File: src/rtl/wb_tpm_bridge.sv
// rtl/wb_tpm_bridge.sv - Wishbone client for TPM buffer RAM port B and exec/abort/complete control (optional TWPM_WB_BUF_PROTECT_EN)
module wb_tpm_bridge #(
  parameter int RAM_AW      = 9,
  parameter bit IRQ_DEFAULT = 1'b0
) (
  input  logic              clk_i,
  input  logic              nrst_i,
  input  logic [16:0]       wb_adr_i,
  input  logic              wb_cyc_i,
  input  logic              wb_stb_i,
  input  logic              wb_we_i,
  input  logic [3:0]        wb_sel_i,
  input  logic [31:0]       wb_dat_i,
  output logic [31:0]       wb_dat_o,
  output logic              wb_ack_o,
  output logic [RAM_AW-1:0] ram_addr_o,
  output logic [31:0]       ram_wd_o,
  output logic [3:0]        ram_wen_o,
  output logic              ram_wr_o,
  output logic              ram_rd_o,
  input  logic [31:0]       ram_rd_i,
  input  logic              exec_i,
  input  logic              abort_i,
  output logic              complete_o,
  output logic              irq_o
);

  typedef enum logic [1:0] {ST_IDLE, ST_RD_WAIT, ST_ACK} state_t;

  state_t      state_q, state_d;
  logic        ack_q, ack_d;
  logic [31:0] dat_q, dat_d;
  logic        exec_q, abort_q;
  logic        exec_pend_q, exec_pend_d;
  logic        abort_pend_q, abort_pend_d;
  logic        complete_q, complete_d;
  logic [1:0]  irq_en_q, irq_en_d;
  logic        irq_q, irq_d;
  logic        wr_denied;

  logic        req, sel_buf, sel_status, sel_ctrl, sel_irqen;
  logic        buf_rd, buf_wr_req, buf_wr_ok, ctrl_wr, irqen_wr;
  logic        exec_rise, abort_rise;
  logic [31:0] reg_rdata;
  logic        unused_adr;

  // Only a strobe seen in IDLE starts a transfer; reset gates it so RAM enables drop at once.
  assign req        = (state_q == ST_IDLE) & wb_cyc_i & wb_stb_i & nrst_i;
  assign sel_buf    = (wb_adr_i[16:11] == 6'd0);
  assign sel_status = (wb_adr_i[16:2] == 15'h0400);
  assign sel_ctrl   = (wb_adr_i[16:2] == 15'h0401);
  assign sel_irqen  = (wb_adr_i[16:2] == 15'h0402);
  assign unused_adr = ^wb_adr_i[1:0];

  assign buf_rd     = req & ~wb_we_i & sel_buf;
  assign buf_wr_req = req & wb_we_i & sel_buf;
  assign ctrl_wr    = req & wb_we_i & sel_ctrl;
  assign irqen_wr   = req & wb_we_i & sel_irqen;

`ifdef TWPM_WB_BUF_PROTECT_EN
  logic wr_denied_q;

  // Firmware may only touch the buffer while a command is pending; other writes are dropped.
  assign buf_wr_ok = buf_wr_req & exec_pend_q;
  assign wr_denied = wr_denied_q;

  // Sticky denied-write flag; a new denial wins over a clear in the same cycle.
  always_ff @(posedge clk_i or negedge nrst_i) begin
    if (!nrst_i) begin
      wr_denied_q <= 1'b0;
    end else if (buf_wr_req & ~exec_pend_q) begin
      wr_denied_q <= 1'b1;
    end else if (ctrl_wr & wb_dat_i[3]) begin
      wr_denied_q <= 1'b0;
    end
  end
`else
  assign buf_wr_ok = buf_wr_req;
  assign wr_denied = 1'b0;
`endif

  assign ram_rd_o   = buf_rd;
  assign ram_wr_o   = buf_wr_ok;
  assign ram_wen_o  = buf_wr_ok ? wb_sel_i : 4'd0;
  assign ram_wd_o   = buf_wr_ok ? wb_dat_i : 32'd0;
  assign ram_addr_o = (buf_rd | buf_wr_ok) ? wb_adr_i[RAM_AW+1:2] : '0;

  assign exec_rise  = exec_i & ~exec_q;
  assign abort_rise = abort_i & ~abort_q;

  // Register read mux; CTRL is write-only and unmapped space reads zero.
  always_comb begin
    reg_rdata = 32'd0;
    if (sel_status) begin
      reg_rdata = {28'd0, wr_denied, complete_q, abort_pend_q, exec_pend_q};
    end else if (sel_irqen) begin
      reg_rdata = {30'd0, irq_en_q};
    end
  end

  // Flag next-state: input edges beat CTRL clears, completion clears beat CTRL set.
  always_comb begin
    exec_pend_d  = exec_rise  | (exec_pend_q  & ~(ctrl_wr & wb_dat_i[1]));
    abort_pend_d = abort_rise | (abort_pend_q & ~(ctrl_wr & wb_dat_i[2]));
    if (~exec_i | abort_rise) begin
      complete_d = 1'b0;
    end else begin
      complete_d = complete_q | (ctrl_wr & wb_dat_i[0]);
    end
    irq_en_d = irqen_wr ? wb_dat_i[1:0] : irq_en_q;
    irq_d    = (exec_pend_q & irq_en_q[0]) | (abort_pend_q & irq_en_q[1]);
  end

  // Bus FSM next state plus registered ack/data.
  always_comb begin
    state_d = state_q;
    ack_d   = 1'b0;
    dat_d   = dat_q;
    case (state_q)
      ST_IDLE: begin
        if (req) begin
          if (!wb_we_i && sel_buf) begin
            state_d = ST_RD_WAIT;
          end else begin
            state_d = ST_ACK;
            ack_d   = 1'b1;
            dat_d   = wb_we_i ? 32'd0 : reg_rdata;
          end
        end
      end
      ST_RD_WAIT: begin
        state_d = ST_ACK;
        ack_d   = wb_cyc_i;
        dat_d   = wb_cyc_i ? ram_rd_i : 32'd0;
      end
      ST_ACK: begin
        state_d = ST_IDLE;
        dat_d   = 32'd0;
      end
      default: begin
        state_d = ST_IDLE;
        dat_d   = 32'd0;
      end
    endcase
  end

  // Bus FSM state register.
  always_ff @(posedge clk_i or negedge nrst_i) begin
    if (!nrst_i) begin
      state_q <= ST_IDLE;
      ack_q   <= 1'b0;
      dat_q   <= 32'd0;
    end else begin
      state_q <= state_d;
      ack_q   <= ack_d;
      dat_q   <= dat_d;
    end
  end

  // Control/status registers and input edge-detect history.
  always_ff @(posedge clk_i or negedge nrst_i) begin
    if (!nrst_i) begin
      exec_q       <= 1'b0;
      abort_q      <= 1'b0;
      exec_pend_q  <= 1'b0;
      abort_pend_q <= 1'b0;
      complete_q   <= 1'b0;
      irq_en_q     <= {2{IRQ_DEFAULT}};
      irq_q        <= 1'b0;
    end else begin
      exec_q       <= exec_i;
      abort_q      <= abort_i;
      exec_pend_q  <= exec_pend_d;
      abort_pend_q <= abort_pend_d;
      complete_q   <= complete_d;
      irq_en_q     <= irq_en_d;
      irq_q        <= irq_d;
    end
  end

  assign wb_ack_o   = ack_q;
  assign wb_dat_o   = dat_q;
  assign complete_o = complete_q;
  assign irq_o      = irq_q;

endmodule

File: config.mk
export PLATFORM = sky130hd
export DESIGN_NAME = wb_tpm_bridge
export DESIGN_NICKNAME = d
export VERILOG_FILES = /design/src/rtl/wb_tpm_bridge.sv
export SDC_FILE = /design/constraint.sdc
export NUM_CORES = 1
export LEC_CHECK = 0
export BUFFER_PORTS_ARGS = -buffer_cell sky130_fd_sc_hd__buf_2
export CELL_PAD_IN_SITES_DETAIL_PLACEMENT = 0
export CELL_PAD_IN_SITES_GLOBAL_PLACEMENT = 1
export CORE_UTILIZATION = 27
export DETAILED_ROUTE_END_ITERATION = 10
export PLACE_DENSITY_LB_ADDON = 0.1
export SYNTH_ARGS = -nofsm -noshare
export SYNTH_HDL_FRONTEND = slang
export SYNTH_SLANG_ARGS = --single-unit
File: constraint.sdc
create_clock -name clk_i -period 1.9 [get_ports clk_i]
set_input_delay 0.095 -clock clk_i [delete_from_list [all_inputs] [get_ports clk_i]]
set_output_delay 0.095 -clock clk_i [all_outputs]
set_load 0.02 [all_outputs]
# == Word level (Yosys, flattened, before mapping) ==
# Index checks and enable logic that the tools add are counted.
# classes
muxes,17
n_bitwise,30
eq_ne,6
reduce_logical,5
# ops
operator,count
32-bit 2-to-1 mux,6
32-bit case mux with 2 select lines,1
"15-bit by 11-bit == test with 1-bit output, second input constant",3
1-bit AND,18
9-bit 2-to-1 mux,1
6-bit zero test,1
2-bit 2-to-1 mux,3
1-bit inverter,6
1-bit bitwise OR,6
4-bit 2-to-1 mux,1
"2-bit inequality test, second input constant",2
2-bit case mux with 2 select lines,1
1-bit 2-to-1 mux,3
"2-bit by 1-bit == test with 1-bit output, second input constant",1
2-bit zero test,1
1-bit case mux with 2 select lines,1
2-bit AND reduction,1
1-bit logical AND,1
1-bit zero test,1
# word_totals
register_bits,43

# == Logic depth before layout (Yosys ltp) ==
# Gate-level depths: netlist (run 1).
# logic_depth
word_depth,10
depth_mapped,5
depth_no_buf,4

# == Worst setup path after synthesis (run 1) ==
# OpenSTA, ideal clock, no wires.
# synth_path
path_kind,register -> output
from,reg state_q[0]
to,out ram_rd_o
required_time_ps,1805
path_slack_ps,221
path_stages_with_launch,6
path_buffers,1
t_arrival_ps,1584
path_cell_list,dfrtp_1 nor2_1 and3_1 nor3b_1 clkbuf_1 nor2b_1
# synth_via
elab_chain_len,6
# synth_lines
element,line,rtl
"start, declared",30,"state_t state_q, state_d;"
"start signal, assigned",154,state_q <= state_d;
2-bit zero test,48,assign req = (state_q == ST_IDLE) & wb_cyc_i & wb_stb_i & nrst_i;
1-bit AND (3 in series),48,
1-bit AND (2 in series),55,assign buf_rd = req & ~wb_we_i & sel_buf;
"end, declared",20,"output logic ram_rd_o,"
# No other way between the ends.

# == Final worst setup path (run 1) ==
# Ends and elaborated chain as after synthesis.

==> results of run 1 <==
## area by class of cell
class	instances	area, um^2	share of cell area
flip-flops and latches	43	1076	0.3118
clock inverters	2	12.51	0.003626
inverters	2	7.507	0.002175
repair buffers	186	1220	0.3535
clock buffers	6	72.57	0.02103
well taps	99	123.9	0.03590
multi-input cells	121	938.4	0.2719
## power breakdown
part	internal, W	leakage [nW]	switching (W)
sequential	0.000919	0.585	0.00000214
clock	0.000257	0.0412	0.000299
combinational	0.0000959	1.29	0.0000899
## Yosys cell counts
master,count
nand4_1,1
inv_1,2
o31ai_1,1
nor2_1,1
nand2b_1,3
buf_4,2
dfrtp_1,43
o21ai_0,3
nand4b_1,1
nor2b_1,2
o211a_1,1
nor4b_1,1
nor4_1,3
nor3_2,1
and3b_1,1
a21boi_4,1
and2_1,46
nor3b_1,1
nor4b_2,1
a21o_1,1
buf_6,1
o311ai_0,2
o41ai_1,2
or2b_1,1
mux2_2,2
a22o_1,34
buf_2,1
clkbuf_1,8
or4b_4,1
nor4_4,1
nand2_1,8
and3_1,1
## routing by layer
layer  GRT usage  vias to the layer above
met2      0.2566                      112
li1            -                     1001
met3     0.03416                        6
met4     0.04473                        0
met5           0                        -
met1      0.1844                      931
## path summary, 6_finish.rpt
check	to	cells past startpoint	slack, ns
max	ram_rd_o	6	0.05
min	wb_dat_o[24]	2	0.02
max reg2reg	irq_en_q[0]	5	0.18
min reg2reg	exec_pend_q	1	0.43
max in group asynchronous	wb_dat_o[4]	2	1.10
min in group asynchronous	exec_q	2	0.44
## critical path: stages (launching register included)
cell and delay (ns):
dfrtp_1 0.41, nor2_2 0.17, and3_4 0.21, nor3b_4 0.25
buf_6 0.15, nor2b_2 0.14, buf_6 0.12
## metrics by stage
step	TNS, ns	total power, W	cells
global placement	0	0.001114	444
detailed placement	0	0.001116	444
CTS	0	0.001688	456
global route	-1.871	0.001743	459
floorplan	0	0.0009838	178
finish	0	0.001663	459
## state kept, by name, indices dropped and copies added (netlist names)
name / cells
abort_pend_q: 1
abort_q: 1
complete_o: 1
exec_pend_q: 1
exec_q: 1
irq_en_q: 2
irq_o: 1
state_q: 2
wb_ack_o: 1
wb_dat_o: 32
## logic make-up after synthesis
logic type             after synthesis
and+or+nand+nor                     74
DFF                                 43
buffers and inverters               14
AOI/OAI and AO/OA                   45
muxes                                2
## repair_timing
| item | CTS | global route |
|---|---|---|
| hold endpoints to repair | 45 | 0 |
| endpoints found under the setup margin | 47 | 48 |
| resized for setup | 1 | 84 |
| hold buffers | 3 | 0 |
| cloned | 0 | 1 |
| pin swaps | 1 | 2 |
| setup buffers | 1 | 3 |
==> results.md, run 1 <==
* Pre-CTS WS at 0.1477 ns
* Initial antenna violation count at 0
* Synth Instances at 178
* DRT met1 WL at 2750 um
* CORE AREA at 7292 um^2
* Worst hold slack at 0.02101 ns
* Cell variety after synth at 32
* Fin crit period at 1.846 ns
* Pre-antenna DRT Iters at 4
* Clock Path Buffers at 2
* Final Max Tran Viols at 0
* Final setup margin at 0.05375 ns
* Cts bufs inserted at 5
* DR top layer: met4
* CP Capture Type: primary output
* Startpoint types: flip-flop
* Setup violations, final at 0
* Status: complete, no violations
* Post-route ant nets at 0
* CP required at 1.80 ns
* # IOs at 174
* Portion of netlist area occupied by mux cells at 0.01102
* Crit share post-route at 0.9717
* Post-synth top area share at 0.5263
* Proportion of layout cells with a drive suffix above 1 at 0.5778
* Crit Path Max Fanout at 5
* GRT overflow at 0
* Commonest non-fill, non-tap cells in the layout: buf_2, dfrtp_1, and2_1, a22o_1, buf_4
* Detail Placement HPWL at 4786 um
* Chip height at 89.02 um
* Clock-pin transition on the worst setup and hold timing paths at 0.08 ns
* First DRT Iteration DRCs at 64
* Commonest non-fill, non-tap cell in the layout: buf_2
* Fillers at 727
* Worst reg2reg path startpoint: state_q[0]
* Met3 wire len at 481 um
* Syn nets at 270
* HP Start: ram_rd_i[24]
* Final Skew at 0.006629 ns
* Max_slew headroom at 0.6460
* Largest family of logic cells by synthesized area: simple AND/OR/NAND/NOR gates
* Routed len/inst at 14.32 um
* H-tree depth at 2
* Avg Cell Area, Syn at 11.49 um^2
* DP Area at 3048 um^2
* Clock sinks at 43
* Vias/cell at 4.466
* Routed via count at 2050
* VDD IR-drop max at 272.0 uV
* Initial Util at 0.2804
* Synth area leaders: dfrtp_1, a22o_1, and2_1
* Worst-Margin Slew at 0.5310 ns
* Total Routing Usage GR at 0.1482
* Synthesized flop and latch total at 43
* Final nets at 451
* CTS tree: built
* Crit path from: state_q[0]
* Adder-cell share of the synthesized area at 0
* Clock Tree Root: clkbuf_8
* Crit Path Class: flip-flop to primary output
* Synth Area in Compound Gates at 0.1916
* Remaining routing DRC violations at 0
* First-pass GRT wire length at 8880 um
* Max-Cap Viols at 0
* Largest net degree at the start of global routing at 44
* Die area at 7924 um^2
* HP Class: input port to flip-flop
* Critical Path AT at 1.75 ns
* Pleak at 1.913 nW
* Port Buffers at 171
* Fin area at 3451 um^2
* PD cells at 481.9 nW/um^2
* Cell type with the largest total area after synthesis: dfrtp_1
* Final WL at 6571 um
* Worst skew pair latency at 0.29 ns
* Share of the yosys chip area belonging to registers at 0.5263
* Std cell rows at 31
* Diodes inserted at 0
* Synth Area in Simple Gates at 0.2375
* Routed wl met2 at 3260 um
* Placer Congestion at 0.7564
* Synth-to-Final Area Change at 68.79%
* Mapped Area at 2044 um^2
* Vias in the first global route at 1848
* Final hold vios at 0
* Max Clk Rate at 0.5416 GHz
* RSZ-0062 raised after global routing: yes
* Core Util, Final at 0.4732
* XOR/XNOR share of the synthesized area at 0
* Die Wd at 89.02 um
* Yosys warnings at 0
No activity file was read; power rests on OpenSTA's default activity.
==> run 2, diff against run 1 <==
--- a/config.mk
+++ b/config.mk
@@ -11,6 +11,7 @@
 export CORE_UTILIZATION = 27
 export DETAILED_ROUTE_END_ITERATION = 10
 export PLACE_DENSITY_LB_ADDON = 0.1
+export REMOVE_ABC_BUFFERS = 1
 export SYNTH_ARGS = -nofsm -noshare
 export SYNTH_HDL_FRONTEND = slang
 export SYNTH_SLANG_ARGS = --single-unit
==> run 2 against run 1 <==
  * Total power increased by 9.6%
  * Critical path depth stayed put
  * Maximum frequency grew 1.2%
  * Largest power group unchanged
  * Via count up 0.88%
  * Sequential power about the same
  * Sequential share of layout area down 0.19 points
  * Die area is the same
  * Flip-flop and latch count unchanged
  * Register-to-register slack worse by 0.02 ns
  * Hold slack lost 0.00064 ns
  * Largest cell class unchanged
  * Clock skew decreased by 0.0021 ns
  * Non-clock buffer count is 6 higher
==> results.md, run 2 (same netlist as run 1, synthesis figures left out) <==
* Commonest non-fill, non-tap cells in the layout: buf_2, dfrtp_1, and2_1, a22o_1, buf_4 (unchanged)
* Max-Cap Viols at 0 (unchanged)
* Detail Placement HPWL at 4320 um (was 4786 um)
* Final nets at 457 (was 451)
* Placer Congestion at 0.6835 (was 0.7564)
* First-pass GRT wire length at 8942 um (was 8880 um)
* Setup violations, final at 0 (unchanged)
* CP Capture Type: primary output (unchanged)
* First DRT Iteration DRCs at 37 (was 64)
* Final WL at 6132 um (was 6571 um)
* DP Area at 3063 um^2 (was 3048 um^2)
* Clock sinks at 43 (unchanged)
* Fin crit period at 1.824 ns (was 1.846 ns)
* VDD IR-drop max at 223.0 uV (was 272.0 uV)
* Status: complete, no violations (unchanged)
* CTS tree: built (unchanged)
* Total Routing Usage GR at 0.1502 (was 0.1482)
* Pleak at 1.960 nW (was 1.913 nW)
* Clock-pin transition on the worst setup and hold timing paths at 0.08 ns (about the same)
* Final hold vios at 0 (unchanged)
* Initial Util at 0.2804 (unchanged)
* Crit path max-delay cell type: dfrtp_1 (unchanged)
* Port Buffers at 171 (unchanged)
* Synth-to-Final Area Change at 69.83% (was 68.79%)
* Crit path cell chain: nor2_2, nand4_1, nor3_4, buf_6, and2_1, buf_6 (was nor2_2, and3_4, nor3b_4, buf_6, nor2b_2, buf_6)
* H-tree depth at 2 (unchanged)
* Die Wd at 89.02 um (unchanged)
* Largest net degree at the start of global routing at 44 (unchanged)
* Max_slew headroom at 0.6403 (was 0.6460)
* Initial antenna violation count at 1 (was 0)
* Startpoint types: flip-flop (unchanged)
* Final Skew at 0.004532 ns (was 0.006629 ns)
* Fin area at 3472 um^2 (was 3451 um^2)
* Proportion of layout cells with a drive suffix above 1 at 0.5792 (was 0.5778)
* GRT overflow at 0 (unchanged)
* Max Clk Rate at 0.5483 GHz (was 0.5416 GHz)
* Crit Path Max Fanout at 19 (was 5)
* PD cells at 525.0 nW/um^2 (was 481.9 nW/um^2)
* Vias/cell at 4.438 (was 4.466)
* Post-route ant nets at 0 (unchanged)
* Final Max Tran Viols at 0 (unchanged)
* HP Class: input port to flip-flop (unchanged)
* Crit share post-route at 0.9598 (was 0.9717)
* Clock Tree Root: clkbuf_8 (unchanged)
* Pre-antenna DRT Iters at 4 (unchanged)
* Std cell rows at 31 (unchanged)
* # IOs at 174 (unchanged)
* RSZ-0062 raised after global routing: yes (unchanged)
* Clock Path Buffers at 2 (unchanged)
* Die area at 7924 um^2 (unchanged)
* CORE AREA at 7292 um^2 (unchanged)
* Commonest non-fill, non-tap cell in the layout: buf_2 (unchanged)
* Worst-Margin Slew at 0.5395 ns (was 0.5310 ns)
* Most used cell, CP: buf_6 (unchanged)
* Routed len/inst at 13.16 um (was 14.32 um)
* Largest register FFs at 32 (unchanged)
* CP required at 1.80 ns (about the same)
* Routed via count at 2068 (was 2050)
* Cts bufs inserted at 5 (unchanged)
* Remaining routing DRC violations at 0 (unchanged)
* Fillers at 734 (was 727)
* Chip height at 89.02 um (unchanged)
* Vias in the first global route at 1801 (was 1848)
* Critical Path AT at 1.73 ns (was 1.75 ns)
* Biggest cell delay along the critical path at 0.41 ns (about the same)
* Worst skew pair latency at 0.30 ns (was 0.29 ns)
* Crit Path Class: flip-flop to primary output (unchanged)
* Design Power at 0.001823 W (was 0.001663 W)
run 2: changes by cell type in the layout (fill, tap and decap cells not counted), sizes merged:
cell         change
buf              +3
dlygate4sd3      +3
bufinv           +1
clkbuf           -1
clkinv           +1
clkinvlp         -1
diode            +1
run 2: per-layer routing:
| metal | global-route usage | part of all wire | vias to the layer above | wire [um] |
|---|---|---|---|---|
| met5 | 0 | 0 | - | 0 |
| met4 | 0.05195 | 0.0088 | 0 | 54 |
| met3 | 0.04247 | 0.087 | 4 | 534 |
| met1 | 0.1868 | 0.44 | 929 | 2669 |
| met2 | 0.2510 | 0.47 | 115 | 2874 |
| li1 | - | - | 1020 | - |
run 2: through the flow:
step | setup WS [ns] | instances | hold WS (ns) | util | TNS, ns
after global placement | 0.2325 | 446 | 0.2209 | 0.4200 | 0
final | 0.07629 | 466 | 0.02036 | 0.4762 | 0
after global routing | -0.06324 | 465 | 0.002295 | 0.4758 | -1.437
after floorplan | -0.2491 | 166 | -0.2006 | - | -8.969
after CTS | -0.01733 | 465 | 0.001451 | 0.4532 | -0.2488
after detailed placement | 0.2221 | 446 | 0.2237 | 0.4200 | 0
run 2: worst paths after layout:
| path | from | end | slack, ns | cells past startpoint |
|---|---|---|---|---|
| min in group asynchronous | nrst_i | wb_dat_o[12] | 0.44 | 3 |
| max in group asynchronous | nrst_i | wb_dat_o[18] | 1.09 | 3 |
| max | state_q[1] | ram_wd_o[14] | 0.08 | 6 |
| min reg2reg | exec_q | exec_pend_q | 0.43 | 1 |
| min | ram_rd_i[29] | wb_dat_o[29] | 0.02 | 2 |
| max reg2reg | state_q[1] | irq_en_q[1] | 0.16 | 5 |
run 2: report_power, final:
part | switching (W) | internal, W
Sequential | 0.00000175 | 0.000919
Combinational | 0.0000894 | 0.000100
Clock | 0.000321 | 0.000391
run 2: area by class of cell:
class / instances / area [um^2] / area share
repair buffers: 192 / 1207 / 0.3477
flip-flops and latches: 43 / 1076 / 0.3099
multi-input cells: 121 / 942.2 / 0.2714
well taps: 99 / 123.9 / 0.03568
clock buffers: 5 / 68.82 / 0.01982
clock inverters: 3 / 43.79 / 0.01261
inverters: 2 / 7.507 / 0.002162
diodes: 1 / 2.502 / 0.0007207
run 2: repair_timing:
action | CTS | global route
endpoints found under the hold margin | 47 | 1
buffers inserted | 5 | 1
pin swaps | 2 | 4
setup endpoints to repair | 46 | 45
resized for setup | 4 | 67
hold buffers | 5 | 1
cloned | 1 | 0
run 2: worst max-delay path, delay by kind of cell, from the launching register on:
| family | cells | cell delay [ns] |
|---|---|---|
| and+or+nand+nor | 4 | 0.72 |
| DFF | 1 | 0.41 |
| buffers and inverters | 2 | 0.31 |
==> run 3, diff against run 2 <==
--- a/config.mk
+++ b/config.mk
@@ -6,11 +6,14 @@
 export NUM_CORES = 1
 export LEC_CHECK = 0
 export BUFFER_PORTS_ARGS = -buffer_cell sky130_fd_sc_hd__buf_2
+export CAP_MARGIN = 20
 export CELL_PAD_IN_SITES_DETAIL_PLACEMENT = 0
 export CELL_PAD_IN_SITES_GLOBAL_PLACEMENT = 1
 export CORE_UTILIZATION = 27
+export CTS_CLUSTER_SIZE = 10
 export DETAILED_ROUTE_END_ITERATION = 10
 export PLACE_DENSITY_LB_ADDON = 0.1
+export RECOVER_POWER = 50
 export REMOVE_ABC_BUFFERS = 1
 export SYNTH_ARGS = -nofsm -noshare
 export SYNTH_HDL_FRONTEND = slang
==> run 3 against run 2 <==
  * Wire length hardly changed
  * Critical endpoint unchanged
  * Die area did not move
  * Register-to-register slack barely moved
  * Non-clock buffer count unchanged
  * Largest power group unchanged
  * Final area fell by 0.83%
  * Utilization is 0.39 points lower
==> results.md, run 3 (same netlist as run 1, synthesis figures left out) <==
* Remaining routing DRC violations at 0 (unchanged)
* Largest net degree at the start of global routing at 44 (unchanged)
* Sequential cell area in the final layout at 1076 um^2 (unchanged)
* Routed len/inst at 13.20 um (was 13.16 um)
* Worst skew pair latency at 0.29 ns (was 0.30 ns)
* GRT overflow at 0 (unchanged)
* H-tree depth at 2 (unchanged)
* Worst reg2reg path startpoint: state_q[1] (unchanged)
* Clock-pin transition on the worst setup and hold timing paths at 0.08 ns (about the same)
* PD cells at 528.4 nW/um^2 (was 525.0 nW/um^2)
* Clock sinks at 43 (unchanged)
* Chip height at 89.02 um (unchanged)
* R2R Path End: irq_en_q[1] (unchanged)
* Final WL at 6137 um (was 6132 um)
* Commonest non-fill, non-tap cells in the layout: buf_2, dfrtp_1, and2_1, a22o_1, buf_4 (unchanged)
* Detail Placement HPWL at 4320 um (unchanged)
* Reg2Reg Depth at 5 (unchanged)
* First DRT Iteration DRCs at 41 (was 37)
* Setup violations, final at 0 (unchanged)
* Post-route ant nets at 0 (unchanged)
* Crit Path Class: flip-flop to primary output (unchanged)
* CORE AREA at 7292 um^2 (unchanged)
* Std cell rows at 31 (unchanged)
* Initial Util at 0.2804 (unchanged)
* Routed via count at 2068 (unchanged)
* Crit share post-route at 0.9615 (was 0.9598)
* CP Capture Type: primary output (unchanged)
* Clock Path Buffers at 2 (unchanged)
* Vias/cell at 4.447 (was 4.438)
* CTS tree: built (unchanged)
* Commonest non-fill, non-tap cell in the layout: buf_2 (unchanged)
* Final hold vios at 0 (unchanged)
* Pre-CTS WS at 0.2221 ns (unchanged)
* Critical Path AT at 1.73 ns (about the same)
* Status: complete, no violations (unchanged)
* Vias in the first global route at 1801 (unchanged)
* Worst hold slack at 0.02154 ns (was 0.02036 ns)
* Fin crit period at 1.827 ns (was 1.824 ns)
* Pre-antenna DRT Iters at 4 (unchanged)
* Max-Cap Viols at 0 (unchanged)
* Proportion of layout cells with a drive suffix above 1 at 0.5273 (was 0.5792)
* Post-route insts no fill at 465 (was 466)
* Hold path endpoint: wb_dat_o[29] (unchanged)
* HP Class: input port to flip-flop (unchanged)
* Startpoint types: flip-flop (unchanged)
* Fin area at 3443 um^2 (was 3472 um^2)
* Max Clk Rate at 0.5474 GHz (was 0.5483 GHz)
* RSZ-0062 raised after global routing: yes (unchanged)
* Design Power at 0.001819 W (was 0.001823 W)
* Crit Path Max Fanout at 19 (unchanged)
* Placer Congestion at 0.6835 (unchanged)
* Diodes inserted at 0 (was 1)
* Die Wd at 89.02 um (unchanged)
* Pleak at 1.880 nW (was 1.960 nW)
* Worst-Margin Slew at 1.059 ns (was 0.5395 ns)
* R2r setup slk at 0.16 ns (about the same)
* Max_slew headroom at 0.2939 (was 0.6403)
* Final Max Tran Viols at 0 (unchanged)
* Multi-input gate area at 942.2 um^2 (unchanged)
* Final nets at 457 (unchanged)
* CP required at 1.80 ns (about the same)
* Cells on Worst Hold Path at 2 (unchanged)
* Cell count after placement at 446 (unchanged)
* Total Routing Usage GR at 0.1502 (unchanged)
* Clock Tree Root: clkbuf_8 (unchanged)
* Final Skew at 0.004962 ns (was 0.004532 ns)
* Initial antenna violation count at 0 (was 1)
* Port Buffers at 171 (unchanged)
* VDD IR-drop max at 222.8 uV (was 223.0 uV)
* First-pass GRT wire length at 8942 um (unchanged)
* HP Start: ram_rd_i[29] (unchanged)
* Final setup margin at 0.07318 ns (was 0.07629 ns)
* DP Area at 3063 um^2 (unchanged)
* # IOs at 174 (unchanged)
* Synth-to-Final Area Change at 68.42% (was 69.83%)
* Cts bufs inserted at 5 (unchanged)
* Largest register FFs at 32 (unchanged)
* Die area at 7924 um^2 (unchanged)
* Fillers at 738 (was 734)
## run 3: worst max-delay path: stages, from the launching register on
cell	delay (ns)
dfrtp_1	0.41
nor2_2	0.16
nand4_1	0.19
nor3_4	0.20
buf_6	0.19
and2_1	0.17
buf_6	0.12
## run 3: where the power goes
| part | internal (W) | switching (W) | leakage [nW] |
|---|---|---|---|
| sequential | 0.000919 | 0.00000178 | 0.585 |
| clock | 0.000391 | 0.000319 | 0.0581 |
| combinational | 0.0000985 | 0.0000896 | 1.24 |
## run 3: per-stage QoR
| stage | util | setup TNS, ns |
|---|---|---|
| after CTS | 0.4532 | -0.2488 |
| after global placement | 0.4200 | 0 |
| after detailed placement | 0.4200 | 0 |
| final | 0.4722 | 0 |
| after floorplan | - | -8.969 |
| after global routing | 0.4722 | -1.437 |
## run 3: worst max path at each step
stage | depth (start not counted) | endpoint | slack (ns) | start
final | 6 | ram_wd_o[14] | 0.07 | state_q[1]
after detailed placement | 6 | wb_dat_o[28] | 0.22 | wb_adr_i[13]
after CTS | 7 | ram_wd_o[3] | -0.02 | state_q[0]
after global placement | 4 | irq_en_q[1] | 0.23 | state_q[0]
after global routing | 6 | ram_wd_o[14] | -0.06 | state_q[1]
after floorplan | 4 | ram_wd_o[0] | -0.25 | state_q[0]
## run 3: per-layer routing
| metal | routed length, um | share of wire | track usage | up-vias |
|---|---|---|---|---|
| met4 | 54 | 0.0088 | 0.05195 | 0 |
| met5 | 0 | 0 | 0 | - |
| met1 | 2621 | 0.43 | 0.1868 | 935 |
| met2 | 2889 | 0.47 | 0.2510 | 113 |
| li1 | - | - | - | 1016 |
| met3 | 572 | 0.093 | 0.04247 | 4 |
## run 3: area by class of cell
type | instances | area share
multi-input combinational | 121 | 0.2736
clock buffer | 5 | 0.01999
clock inverter | 3 | 0.01272
timing repair buffer | 192 | 0.3430
inverter | 2 | 0.002180
tap | 99 | 0.03597
sequential | 43 | 0.3125
## run 3: timing repair
item                       CTS  global route
hold buffers                 5             1
setup endpoints to repair   46            45
pin swaps                    2             4
gates cloned                 1             0
setup buffers                5             1
hold endpoints to repair    47             1
resized for setup            4            67
